<file path="config.mk">
export PLATFORM = sky130hd
export DESIGN_NAME = coax_buffered_rx
export DESIGN_NICKNAME = d
export VERILOG_FILES = /design/src/rtl/coax_pkg.sv /design/src/rtl/coax_rx.sv /design/src/rtl/coax_buffered_rx.sv
export SDC_FILE = /design/constraint.sdc
export NUM_CORES = 1
export LEC_CHECK = 0
export BUFFER_PORTS_ARGS = -buffer_cell sky130_fd_sc_hd__buf_4
export CAP_MARGIN = 30
export CORE_ASPECT_RATIO = 2
export CORE_MARGIN = 2
export CORE_UTILIZATION = 55
export DETAILED_ROUTE_END_ITERATION = 12
export PLACE_DENSITY = 0.73
export REMOVE_ABC_BUFFERS = 1
export SLEW_MARGIN = 20
export SYNTH_ARGS = -nofsm -noshare
export SYNTH_HDL_FRONTEND = slang
export SYNTH_SLANG_ARGS = --single-unit
</file>
<file path="constraint.sdc">
create_clock -name clk -period 7.7 [get_ports clk]
set_input_delay 0 -clock clk [delete_from_list [all_inputs] [get_ports clk]]
set_output_delay 0 -clock clk [all_outputs]
set_load 0.02 [all_outputs]
</file>
<file path="src/rtl/coax_pkg.sv">
// Shared types and constants for the IBM 3270 coax receiver (coax_rx, coax_buffered_rx).
// Optional build macro used by the including modules: COAX_BUFFERED_RX_ACTIVE_EN.
package coax_pkg;

    localparam int WORD_WIDTH = 10;

    localparam logic [WORD_WIDTH-1:0] ERROR_LOSS_OF_MID_BIT_TRANSITION = 10'h001;
    localparam logic [WORD_WIDTH-1:0] ERROR_PARITY                     = 10'h002;
    localparam logic [WORD_WIDTH-1:0] ERROR_INVALID_END_SEQUENCE       = 10'h004;
    localparam logic [WORD_WIDTH-1:0] ERROR_OVERFLOW                   = 10'h008;

    typedef enum logic [2:0] {
        IDLE   = 3'd0,
        START  = 3'd1,
        SYNC   = 3'd2,
        DATA   = 3'd3,
        PARITY = 3'd4,
        END    = 3'd5
    } rx_state_e;

    // True when data plus parity bit carry an odd (odd=1) or even (odd=0) count of ones.
    function automatic logic parity_ok(input logic [WORD_WIDTH-1:0] word,
                                       input logic                  pbit,
                                       input logic                  odd);
        return (((^word) ^ pbit) == odd);
    endfunction

endpackage

</file>
<file path="src/rtl/coax_rx.sv">
// Manchester line decoder for 3270 coax frames: emits one strobe per good word or error.
// COAX_BUFFERED_RX_ACTIVE_EN adds the `active` frame-in-progress output.
module coax_rx
    import coax_pkg::*;
#(
    parameter int CLOCKS_PER_BIT = 8
) (
    input  logic                  clk,
    input  logic                  reset_n,
    input  logic                  rx,
    input  logic                  parity,
    output logic [WORD_WIDTH-1:0] word,
    output logic                  word_strobe,
    output logic                  word_first,
    output logic                  error_strobe,
    output logic [WORD_WIDTH-1:0] error_code
`ifdef COAX_BUFFERED_RX_ACTIVE_EN
    ,
    output logic                  active
`endif
);

    localparam int            TW        = $clog2(CLOCKS_PER_BIT);
    localparam logic [TW-1:0] QUARTER   = TW'(CLOCKS_PER_BIT / 4);
    localparam logic [TW-1:0] THREE_Q   = TW'((3 * CLOCKS_PER_BIT) / 4);
    localparam logic [TW-1:0] HALF_NEXT = TW'(CLOCKS_PER_BIT / 2 + 1);
    localparam logic [TW-1:0] LAST      = TW'(CLOCKS_PER_BIT - 1);

    rx_state_e             state_r;
    logic                  rx_meta_r;
    logic                  rx_q_r;
    logic                  rx_prev_r;
    logic [TW-1:0]         timer_r;
    logic                  first_r;
    logic                  second_r;
    logic                  first_word_r;
    logic [2:0]            ones_cnt_r;
    logic [1:0]            viol_step_r;
    logic [3:0]            bit_cnt_r;
    logic [WORD_WIDTH-1:0] shift_r;

    logic mid_edge_s;
    logic bit_end_s;
    logic has_mid_s;
    logic bit_val_s;

    // Bit-cell classification from the two half-bit samples.
    always_comb begin
        mid_edge_s = (rx_q_r ^ rx_prev_r) && (timer_r > QUARTER) && (timer_r < THREE_Q);
        bit_end_s  = (timer_r == LAST);
        has_mid_s  = first_r ^ second_r;
        bit_val_s  = first_r;
    end

    // Line synchroniser, bit timer and frame state machine.
    always_ff @(posedge clk) begin
        if (!reset_n) begin
            state_r      <= IDLE;
            rx_meta_r    <= 1'b1;
            rx_q_r       <= 1'b1;
            rx_prev_r    <= 1'b1;
            timer_r      <= '0;
            first_r      <= 1'b1;
            second_r     <= 1'b1;
            first_word_r <= 1'b0;
            ones_cnt_r   <= 3'd0;
            viol_step_r  <= 2'd0;
            bit_cnt_r    <= 4'd0;
            shift_r      <= '0;
            word         <= '0;
            word_strobe  <= 1'b0;
            word_first   <= 1'b0;
            error_strobe <= 1'b0;
            error_code   <= '0;
        end else begin
            rx_meta_r    <= rx;
            rx_q_r       <= rx_meta_r;
            rx_prev_r    <= rx_q_r;
            word_strobe  <= 1'b0;
            error_strobe <= 1'b0;
            if (state_r == IDLE) begin
                // A falling edge while hunting is taken as the mid-bit of a '1'.
                if (rx_prev_r && !rx_q_r) begin
                    state_r     <= START;
                    timer_r     <= HALF_NEXT;
                    first_r     <= 1'b1;
                    ones_cnt_r  <= 3'd0;
                    viol_step_r <= 2'd0;
                end
            end else begin
                if (mid_edge_s) begin
                    timer_r <= HALF_NEXT;
                end else if (bit_end_s) begin
                    timer_r <= '0;
                end else begin
                    timer_r <= timer_r + TW'(1);
                end
                if (timer_r == QUARTER) begin
                    first_r <= rx_q_r;
                end
                if (timer_r == THREE_Q) begin
                    second_r <= rx_q_r;
                end
                if (bit_end_s) begin
                    case (state_r)
                        START: begin
                            // Violation appears as cells LL, LH, HH after the run of ones.
                            case (viol_step_r)
                                2'd0: begin
                                    if (has_mid_s && bit_val_s) begin
                                        if (ones_cnt_r != 3'd7) begin
                                            ones_cnt_r <= ones_cnt_r + 3'd1;
                                        end
                                    end else if (!has_mid_s && !first_r && (ones_cnt_r >= 3'd5)) begin
                                        viol_step_r <= 2'd1;
                                    end else begin
                                        state_r <= IDLE;
                                    end
                                end
                                2'd1: begin
                                    if (has_mid_s && !bit_val_s) begin
                                        viol_step_r <= 2'd2;
                                    end else begin
                                        state_r <= IDLE;
                                    end
                                end
                                2'd2: begin
                                    if (!has_mid_s && first_r) begin
                                        state_r      <= SYNC;
                                        first_word_r <= 1'b1;
                                    end else begin
                                        state_r <= IDLE;
                                    end
                                end
                                default: state_r <= IDLE;
                            endcase
                        end
                        SYNC: begin
                            if (!has_mid_s) begin
                                error_strobe <= 1'b1;
                                error_code   <= ERROR_LOSS_OF_MID_BIT_TRANSITION;
                                state_r      <= IDLE;
                            end else if (bit_val_s) begin
                                state_r   <= DATA;
                                bit_cnt_r <= 4'd0;
                            end else begin
                                state_r   <= END;
                                bit_cnt_r <= 4'd0;
                            end
                        end
                        DATA: begin
                            if (!has_mid_s) begin
                                error_strobe <= 1'b1;
                                error_code   <= ERROR_LOSS_OF_MID_BIT_TRANSITION;
                                state_r      <= IDLE;
                            end else begin
                                shift_r <= {shift_r[WORD_WIDTH-2:0], bit_val_s};
                                if (bit_cnt_r == 4'(WORD_WIDTH - 1)) begin
                                    state_r <= PARITY;
                                end else begin
                                    bit_cnt_r <= bit_cnt_r + 4'd1;
                                end
                            end
                        end
                        PARITY: begin
                            if (!has_mid_s) begin
                                error_strobe <= 1'b1;
                                error_code   <= ERROR_LOSS_OF_MID_BIT_TRANSITION;
                                state_r      <= IDLE;
                            end else if (parity_ok(shift_r, bit_val_s, parity)) begin
                                word         <= shift_r;
                                word_strobe  <= 1'b1;
                                word_first   <= first_word_r;
                                first_word_r <= 1'b0;
                                state_r      <= SYNC;
                            end else begin
                                error_strobe <= 1'b1;
                                error_code   <= ERROR_PARITY;
                                state_r      <= IDLE;
                            end
                        end
                        END: begin
                            // Two full bit cells of steady high close the frame.
                            if (!has_mid_s && first_r) begin
                                if (bit_cnt_r == 4'd1) begin
                                    state_r <= IDLE;
                                end else begin
                                    bit_cnt_r <= bit_cnt_r + 4'd1;
                                end
                            end else begin
                                error_strobe <= 1'b1;
                                error_code   <= ERROR_INVALID_END_SEQUENCE;
                                state_r      <= IDLE;
                            end
                        end
                        default: state_r <= IDLE;
                    endcase
                end
            end
        end
    end

`ifdef COAX_BUFFERED_RX_ACTIVE_EN
    // Frame-in-progress flag: set once the start violation is accepted.
    always_ff @(posedge clk) begin
        if (!reset_n) begin
            active <= 1'b0;
        end else begin
            active <= (state_r == SYNC) || (state_r == DATA) ||
                      (state_r == PARITY) || (state_r == END);
        end
    end
`endif

endmodule

</file>
<file path="src/rtl/coax_buffered_rx.sv">
// 3270 coax receiver with first-word-fall-through word FIFO and sticky error code.
// COAX_BUFFERED_RX_ACTIVE_EN adds the `active` output from the line decoder.
module coax_buffered_rx
    import coax_pkg::*;
#(
    parameter int CLOCKS_PER_BIT = 8,
    parameter int DEPTH          = 8
) (
    input  logic                  clk,
    input  logic                  reset_n,
    input  logic                  rx,
    input  logic                  read_strobe,
    input  logic                  parity,
    output logic [WORD_WIDTH-1:0] data,
    output logic                  error,
    output logic                  empty,
    output logic                  full
`ifdef COAX_BUFFERED_RX_ACTIVE_EN
    ,
    output logic                  active
`endif
);

    localparam int AW = $clog2(DEPTH);
    localparam int CW = AW + 1;

    logic [WORD_WIDTH-1:0] word_s;
    logic                  word_strobe_s;
    logic                  word_first_s;
    logic                  error_strobe_s;
    logic [WORD_WIDTH-1:0] error_code_s;

    logic [WORD_WIDTH-1:0] mem_r [DEPTH];
    logic [AW-1:0]         wr_ptr_r;
    logic [AW-1:0]         rd_ptr_r;
    logic [CW-1:0]         count_r;

    logic                  flush_s;
    logic                  pop_s;
    logic                  overflow_s;
    logic                  push_s;
    logic [AW-1:0]         wr_next_s;
    logic [AW-1:0]         rd_next_s;
    logic [CW-1:0]         count_next_s;
    logic                  error_next_s;
    logic [WORD_WIDTH-1:0] code_next_s;
    logic [WORD_WIDTH-1:0] head_next_s;
    logic [WORD_WIDTH-1:0] data_next_s;

    coax_rx #(
        .CLOCKS_PER_BIT(CLOCKS_PER_BIT)
    ) u_rx (
        .clk         (clk),
        .reset_n     (reset_n),
        .rx          (rx),
        .parity      (parity),
        .word        (word_s),
        .word_strobe (word_strobe_s),
        .word_first  (word_first_s),
        .error_strobe(error_strobe_s),
        .error_code  (error_code_s)
`ifdef COAX_BUFFERED_RX_ACTIVE_EN
        ,
        .active      (active)
`endif
    );

    // FIFO control, overflow detection, error latch and next output word.
    always_comb begin
        flush_s    = read_strobe && error;
        pop_s      = read_strobe && !error && !empty;
        overflow_s = word_strobe_s && !flush_s && (full || (word_first_s && !empty));
        push_s     = word_strobe_s && !flush_s && !overflow_s;

        if (flush_s) begin
            wr_next_s = '0;
            rd_next_s = '0;
        end else begin
            wr_next_s = push_s ? (wr_ptr_r + AW'(1)) : wr_ptr_r;
            rd_next_s = pop_s ? (rd_ptr_r + AW'(1)) : rd_ptr_r;
        end

        case ({flush_s, push_s, pop_s})
            3'b010:  count_next_s = count_r + CW'(1);
            3'b001:  count_next_s = count_r - CW'(1);
            3'b100,
            3'b101,
            3'b110,
            3'b111:  count_next_s = '0;
            default: count_next_s = count_r;
        endcase

        // First error since the last acknowledge wins; data already holds its code.
        if (error && !flush_s) begin
            error_next_s = 1'b1;
            code_next_s  = data;
        end else if (error_strobe_s) begin
            error_next_s = 1'b1;
            code_next_s  = error_code_s;
        end else if (overflow_s) begin
            error_next_s = 1'b1;
            code_next_s  = ERROR_OVERFLOW;
        end else begin
            error_next_s = 1'b0;
            code_next_s  = '0;
        end

        // The word being written this cycle can already be the next head.
        if (push_s && (rd_next_s == wr_ptr_r)) begin
            head_next_s = word_s;
        end else begin
            head_next_s = mem_r[rd_next_s];
        end

        if (error_next_s) begin
            data_next_s = code_next_s;
        end else if (count_next_s == '0) begin
            data_next_s = '0;
        end else begin
            data_next_s = head_next_s;
        end
    end

    // FIFO storage; contents are only observed through the occupancy-qualified head.
    always_ff @(posedge clk) begin
        if (push_s) begin
            mem_r[wr_ptr_r] <= word_s;
        end
    end

    // Pointers, occupancy and registered host outputs.
    always_ff @(posedge clk) begin
        if (!reset_n) begin
            wr_ptr_r <= '0;
            rd_ptr_r <= '0;
            count_r  <= '0;
            data     <= '0;
            error    <= 1'b0;
            empty    <= 1'b1;
            full     <= 1'b0;
        end else begin
            wr_ptr_r <= wr_next_s;
            rd_ptr_r <= rd_next_s;
            count_r  <= count_next_s;
            data     <= data_next_s;
            error    <= error_next_s;
            empty    <= (count_next_s == '0);
            full     <= (count_next_s == CW'(DEPTH));
        end
    end

endmodule

</file>
# == After elaboration in Yosys (flattened, before gate mapping) ==
# Memory sizes are Yosys's and may differ from the RTL's.
# Cells that the tools add are included.
# word_totals
register_bits,77
mem_bits_rw,80
out_inout_bits,13
word_cells,216
n_memories,1
# classes
add_sub_neg,7
magnitude_cmp,3
n_eq_ne,44
n_mux,75
bitwise_logic,8
n_reduce_logical,54
# memory_table
name,words,width,read_ports,rd_clocked_by_memory_dff,wr,line_no,rtl
mem_r,8,10,1,0,1,coax_buffered_rx.sv:33,logic [WORD_WIDTH-1:0] mem_r [DEPTH];
# ops
operator,count
$mux 10,9
$mux 3,26
$pmux 10 s3,1
$eq 3x3->1 const B,8
$mux 4,6
$pmux 4 s3,2
$reduce_and 7->1,3
$mux 2,9
$logic_and 1x1->1,17
$mux 1,17
$ne 4x3->1 const B,4
$pmux 3 s5,1
$ne 2x2->1 const B,7
$reduce_bool 2->1,7
$add 3x1->3 const B,4
$eq 3x2->1 const B,4
$ne 2x1->1 const B,6
$reduce_and 6->1,2
$reduce_xor 10->1,1
$pmux 3 s3,1
$reduce_bool 3->1,3
$add 4x1->4 const B,2
$eq 4x4->1 const B,2
$reduce_and 8->1,1
other kinds (31),48

# == Depth between registers and ports, before layout ==
# depth
ltp_word,12
mapped_depth,12
mapped_depth_nobuf,11

# == Cells and area by module ==
# A second synthesis with hierarchy kept.
# hier_totals
hier_cells,602
hier_area_um2,7003.0
# by_module_without_submodules
module,instances,cells_each,area_per_inst_um2
coax_buffered_rx,1,334,4554.4
coax_rx,1,268,2448.6

# == Worst setup path after synthesis ==
# No wires, ideal clock.
# synth_path
path_type,reg-to-reg
from,reg empty
to,reg data[6]
arrival_time_ns,3.039
required_time_ns,7.578
setup_slack_ns,4.539
stages_incl_launch_ff,13
n_path_buf,2
path_cell_list,dfxtp_1 -> buf_2 -> or3b_2 -> nor2_1 -> ha_1 -> a21oi_1 -> a211oi_1 -> mux2i_1 -> nand4_1 -> and2_1 -> clkbuf_1 -> and2_1 -> a311o_1
# synth_via
elab_chain_cells,12
elab_cells_between_ends,28
# synth_lines
element,line_no,rtl
"start, declared",coax_buffered_rx.sv:16,"output logic empty,"
"start signal, assigned",coax_buffered_rx.sv:147,empty <= (count_next_s == '0);
$logic_not 1->1 (*),"coax_buffered_rx.sv:71, coax_buffered_rx.sv:72",
$logic_and 1x1->1,coax_buffered_rx.sv:72,overflow_s = word_strobe_s && !flush_s && (full || (word_first_s && !empty));
$logic_or 1x1->1,coax_buffered_rx.sv:72,
$logic_and 1x1->1,coax_buffered_rx.sv:72,
$logic_not 1->1,coax_buffered_rx.sv:73,push_s = word_strobe_s && !flush_s && !overflow_s;
$logic_and 1x1->1,coax_buffered_rx.sv:73,
$eq 3x3->1,coax_buffered_rx.sv:83,"case ({flush_s, push_s, pop_s})"
$reduce_or 4->1,coax_buffered_rx.sv:83,
$pmux 4 s3,coax_buffered_rx.sv:83,
$logic_not 4->1,coax_buffered_rx.sv:117,end else if (count_next_s == '0) begin
$mux 10,coax_buffered_rx.sv:117,
$mux 10,coax_buffered_rx.sv:115,if (error_next_s) begin
"end signal, assigned",coax_buffered_rx.sv:145,data <= data_next_s;
"end, declared",coax_buffered_rx.sv:14,"output logic [WORD_WIDTH-1:0] data,"
# Every way passes the cells marked *; elsewhere a longest branch is shown, timed or not.
# A chain may end at the register's enable or synchronous reset.

# == Final worst setup path ==
# Ends and elaborated chain as after synthesis.

==> impl_metrics.env <==
export IMPL_post_cts_buffers=0
export IMPL_path_buf_inv=1
export IMPL_ys_ff_latch=150
export IMPL_first_iter_violations=463
export IMPL_rsz0062_at_grt="no"
export IMPL_mostFrequentLayoutCell="nand2_1"
export IMPL_cts_buffers_inserted=17
export IMPL_row_count=60
export IMPL_grt_max_degree=57
export IMPL_start_kind="flip-flop"
export IMPL_port_buffers=17
export IMPL_ir_drop_v=0.000175
export IMPL_grt_pass1_wl_um=31000
export IMPL_worstPathCellList="buf_8, nor2b_1, nor2_1, nor2_1, ha_1, a21oi_1, a211oi_1, mux2i_1, nand4_1, and2_1, and2_1, a311o_1"
export IMPL_area_growth_syn_to_layout_pct=11.7
export IMPL_ios=18
export IMPL_synth_warnings=0
export IMPL_syn_instance_count=768
export IMPL_synthArstFlopShare_pct=0
export IMPL_synth_edf_count=80
export IMPL_coreArea_mm2=0.0134
export IMPL_tightestPinTransition_ps=908
export IMPL_switching_share_pct=27.6
export IMPL_stdcell_area_mm2=0.00834
export IMPL_comb_power_share_pct=14.7
export IMPL_worstPathArrival_ps=4100
export IMPL_die_y_um=169
export IMPL_grt_pass1_vias=6146
export IMPL_die_area_mm2=0.0146
export IMPL_leakage_nw=3.06
export IMPL_fin_skew_ps=8.00
export IMPL_antenna_found_initial=0
export IMPL_grt_overflow_total=0
export IMPL_ant_nets=0
export IMPL_reg2regPathDepth=12
export IMPL_cts_path_max_buffers=2
export IMPL_start_util_pct=55.8
export IMPL_avgSynthCellArea_um2=9.72
export IMPL_powerDensity_mw_per_mm2=237
export IMPL_ctsResizeCount=0
export IMPL_fin_crit_sh_pct=49.2
export IMPL_die_x_um=86.4
export IMPL_clock_latency_ps=420
export IMPL_dr_pass1_iters=5
export IMPL_worst_path_stages=12
export IMPL_hold_viol=0
export IMPL_drv_cap=0
export IMPL_max_slew_margin_pct=39.5
export IMPL_cts_root_buf="clkbuf_16"
export IMPL_ctsHoldBuffers=1
export IMPL_worstPathMaxFanout=17
export IMPL_fin_util_pct=62.4
export IMPL_routed_wl_um=19100
export IMPL_cts_tree="built"
export IMPL_clk_pin_slew_ps=70
export IMPL_p_sw_w=0.000545
export IMPL_p_int_w=0.00143
export IMPL_antennaDiodeCount=0
export IMPL_drive_gt1_share_pct=9.87
export IMPL_status="finished clean"
export IMPL_end_kind="flip-flop"
export IMPL_required_ps=8010
export IMPL_finalCriticalPeriod_ps=3790
export IMPL_fmax_ghz=0.264
export IMPL_clock_sinks=150
export IMPL_max_stage_delay_ps=620
export IMPL_drv_slew=0
export IMPL_cp_slowest_cell="dfxtp_1"
export IMPL_path_delay_family="simple AND/OR/NAND/NOR gates"
export IMPL_ys_seq_area_share_pct=51.0
export IMPL_setup_viol=0
export IMPL_finalSetupTns_ps=0
export IMPL_dr_total_vias=5992
export IMPL_wl_per_cell_um=20.3
export IMPL_p_clk_share_pct=41.1
export IMPL_final_cell_mix="100 x nand2_1, 80 x edfxtp_1, 70 x dfxtp_1, 51 x nor2_1, 49 x nand3_1"
export IMPL_synth_distinct_cells=68
export IMPL_power_frac_seq_pct=44.2
export IMPL_min_path_cells=2
export IMPL_viasPerCell=6.34
export IMPL_dp_hpwl_um=13300
export IMPL_nNetsFinal=803
export IMPL_place_gp_congestion=0.936
export IMPL_crit_type="reg2reg"
export IMPL_hp_class="in2reg"
export IMPL_drcViolationCount=0
export IMPL_ff2ff_setup_slack_ps=3910
export IMPL_postPlaceCellArea_mm2=0.00771
export IMPL_cts_htree_levels=4
export IMPL_netlist_area_mm2=0.00746
export IMPL_grt_usage_pct=27.8
export IMPL_synth_ff_type="edfxtp_1"
[layer usage]
metal,vias up,GRT usage [%],routed length (um)
li1,2842,-,-
met3,70,5.95,875
met2,202,51.6,10700
met4,0,15.9,1010
met1,2878,27.3,6550
met5,-,0,0
[stage by stage]
stage / instances / setup slack [ps] / hold WS (ps) / total power [W]
floorplan: 722 / 4310 / 61.9 / 0.00106
global placement: 905 / 3830 / 187 / 0.00116
detailed placement: 908 / 3690 / 205 / 0.00117
CTS: 941 / 3670 / 8.04 / 0.00197
global route: 945 / 3720 / 59.2 / 0.00204
finish: 945 / 3910 / 35.6 / 0.00197
[sequential cells by signal, summed over array words and instances, names as in the netlist, 4 cells and up]
| signal | cells |
|---|---|
| count_r | 4 |
| data | 10 |
| mem_r | 80 |
| u_rx.bit_cnt_r | 4 |
| u_rx.shift_r | 10 |
| u_rx.word | 10 |
[worst reg2reg max path: stages (launching register included)]
cell and delay [ps]:
dfxtp_1 620, buf_8 220, nor2b_1 130, nor2_1 330, nor2_1 160, ha_1 350, a21oi_1 90, a211oi_1 280
mux2i_1 300, nand4_1 280, and2_1 350, and2_1 220, a311o_1 350
[kinds of logic after synthesis]
kind of cell	share of synthesized area, %
xor gates and xnor gates	2.06
adders and majority gates	3.62
muxes	2.43
buffers and inverters	4.81
DFF	51.0
and+or+nand+nor	18.0
AOI/OAI and AO/OA	18.1
[cell type report]
type                            instances  area (um^2)
Fill cell                            1098         5030
Sequential cell                       150         3800
Multi-Input combinational cell        528         3300
Clock buffer                           19          443
Timing Repair Buffer                   36          292
Tap cell                              155          194
Inverter                               44          165
Clock inverter                         13          139
[final timing paths]
path	startpoint	to
max reg2reg	empty	data[6]
min	reset_n	u_rx.rx_q_r
min reg2reg	u_rx.rx_meta_r	u_rx.rx_q_r
max	empty	data[6]
[cells in the mapped netlist (5+ instances only)]
cell       count  area, um^2
o211ai_1       5        37.5
clkbuf_1      35         131
mux2i_1       17         170
a22o_1         8        70.1
and2_1         6        37.5
edfxtp_1      80        2400
nor2_1        51         191
dfxtp_1       70        1400
inv_1         44         165
nand3_1       49         245
buf_2          5        25.0
xnor2_1       11        96.3
nand2b_1      14        87.6
nand4_1       10        62.6
a21oi_1       46         230
ha_1          20         250
nor2b_1        8        50.1
or3_1          5        31.3
nor3_1        10        50.1
nand3b_1       5        37.5
o311ai_0       6        52.6
a32oi_1        5        43.8
a211oi_1      13        97.6
and3_1        12        75.1
o2bb2ai_1     12         105
o21ai_0       26         130
o22ai_1       17         106
nand2_1      100         375
[power groups by stage]
stage | combinational [W] | clock [W] | sequential, W
2_1_floorplan | 0.000160 | 0 | 0.000904
3_3_place_gp | 0.000268 | 0 | 0.000892
3_5_place_dp | 0.000277 | 0 | 0.000893
4_1_cts | 0.000279 | 0.000817 | 0.000876
5_1_grt | 0.000311 | 0.000853 | 0.000874
6_report | 0.000290 | 0.000812 | 0.000873
Note: power is estimated with default switching activity, not from simulation.
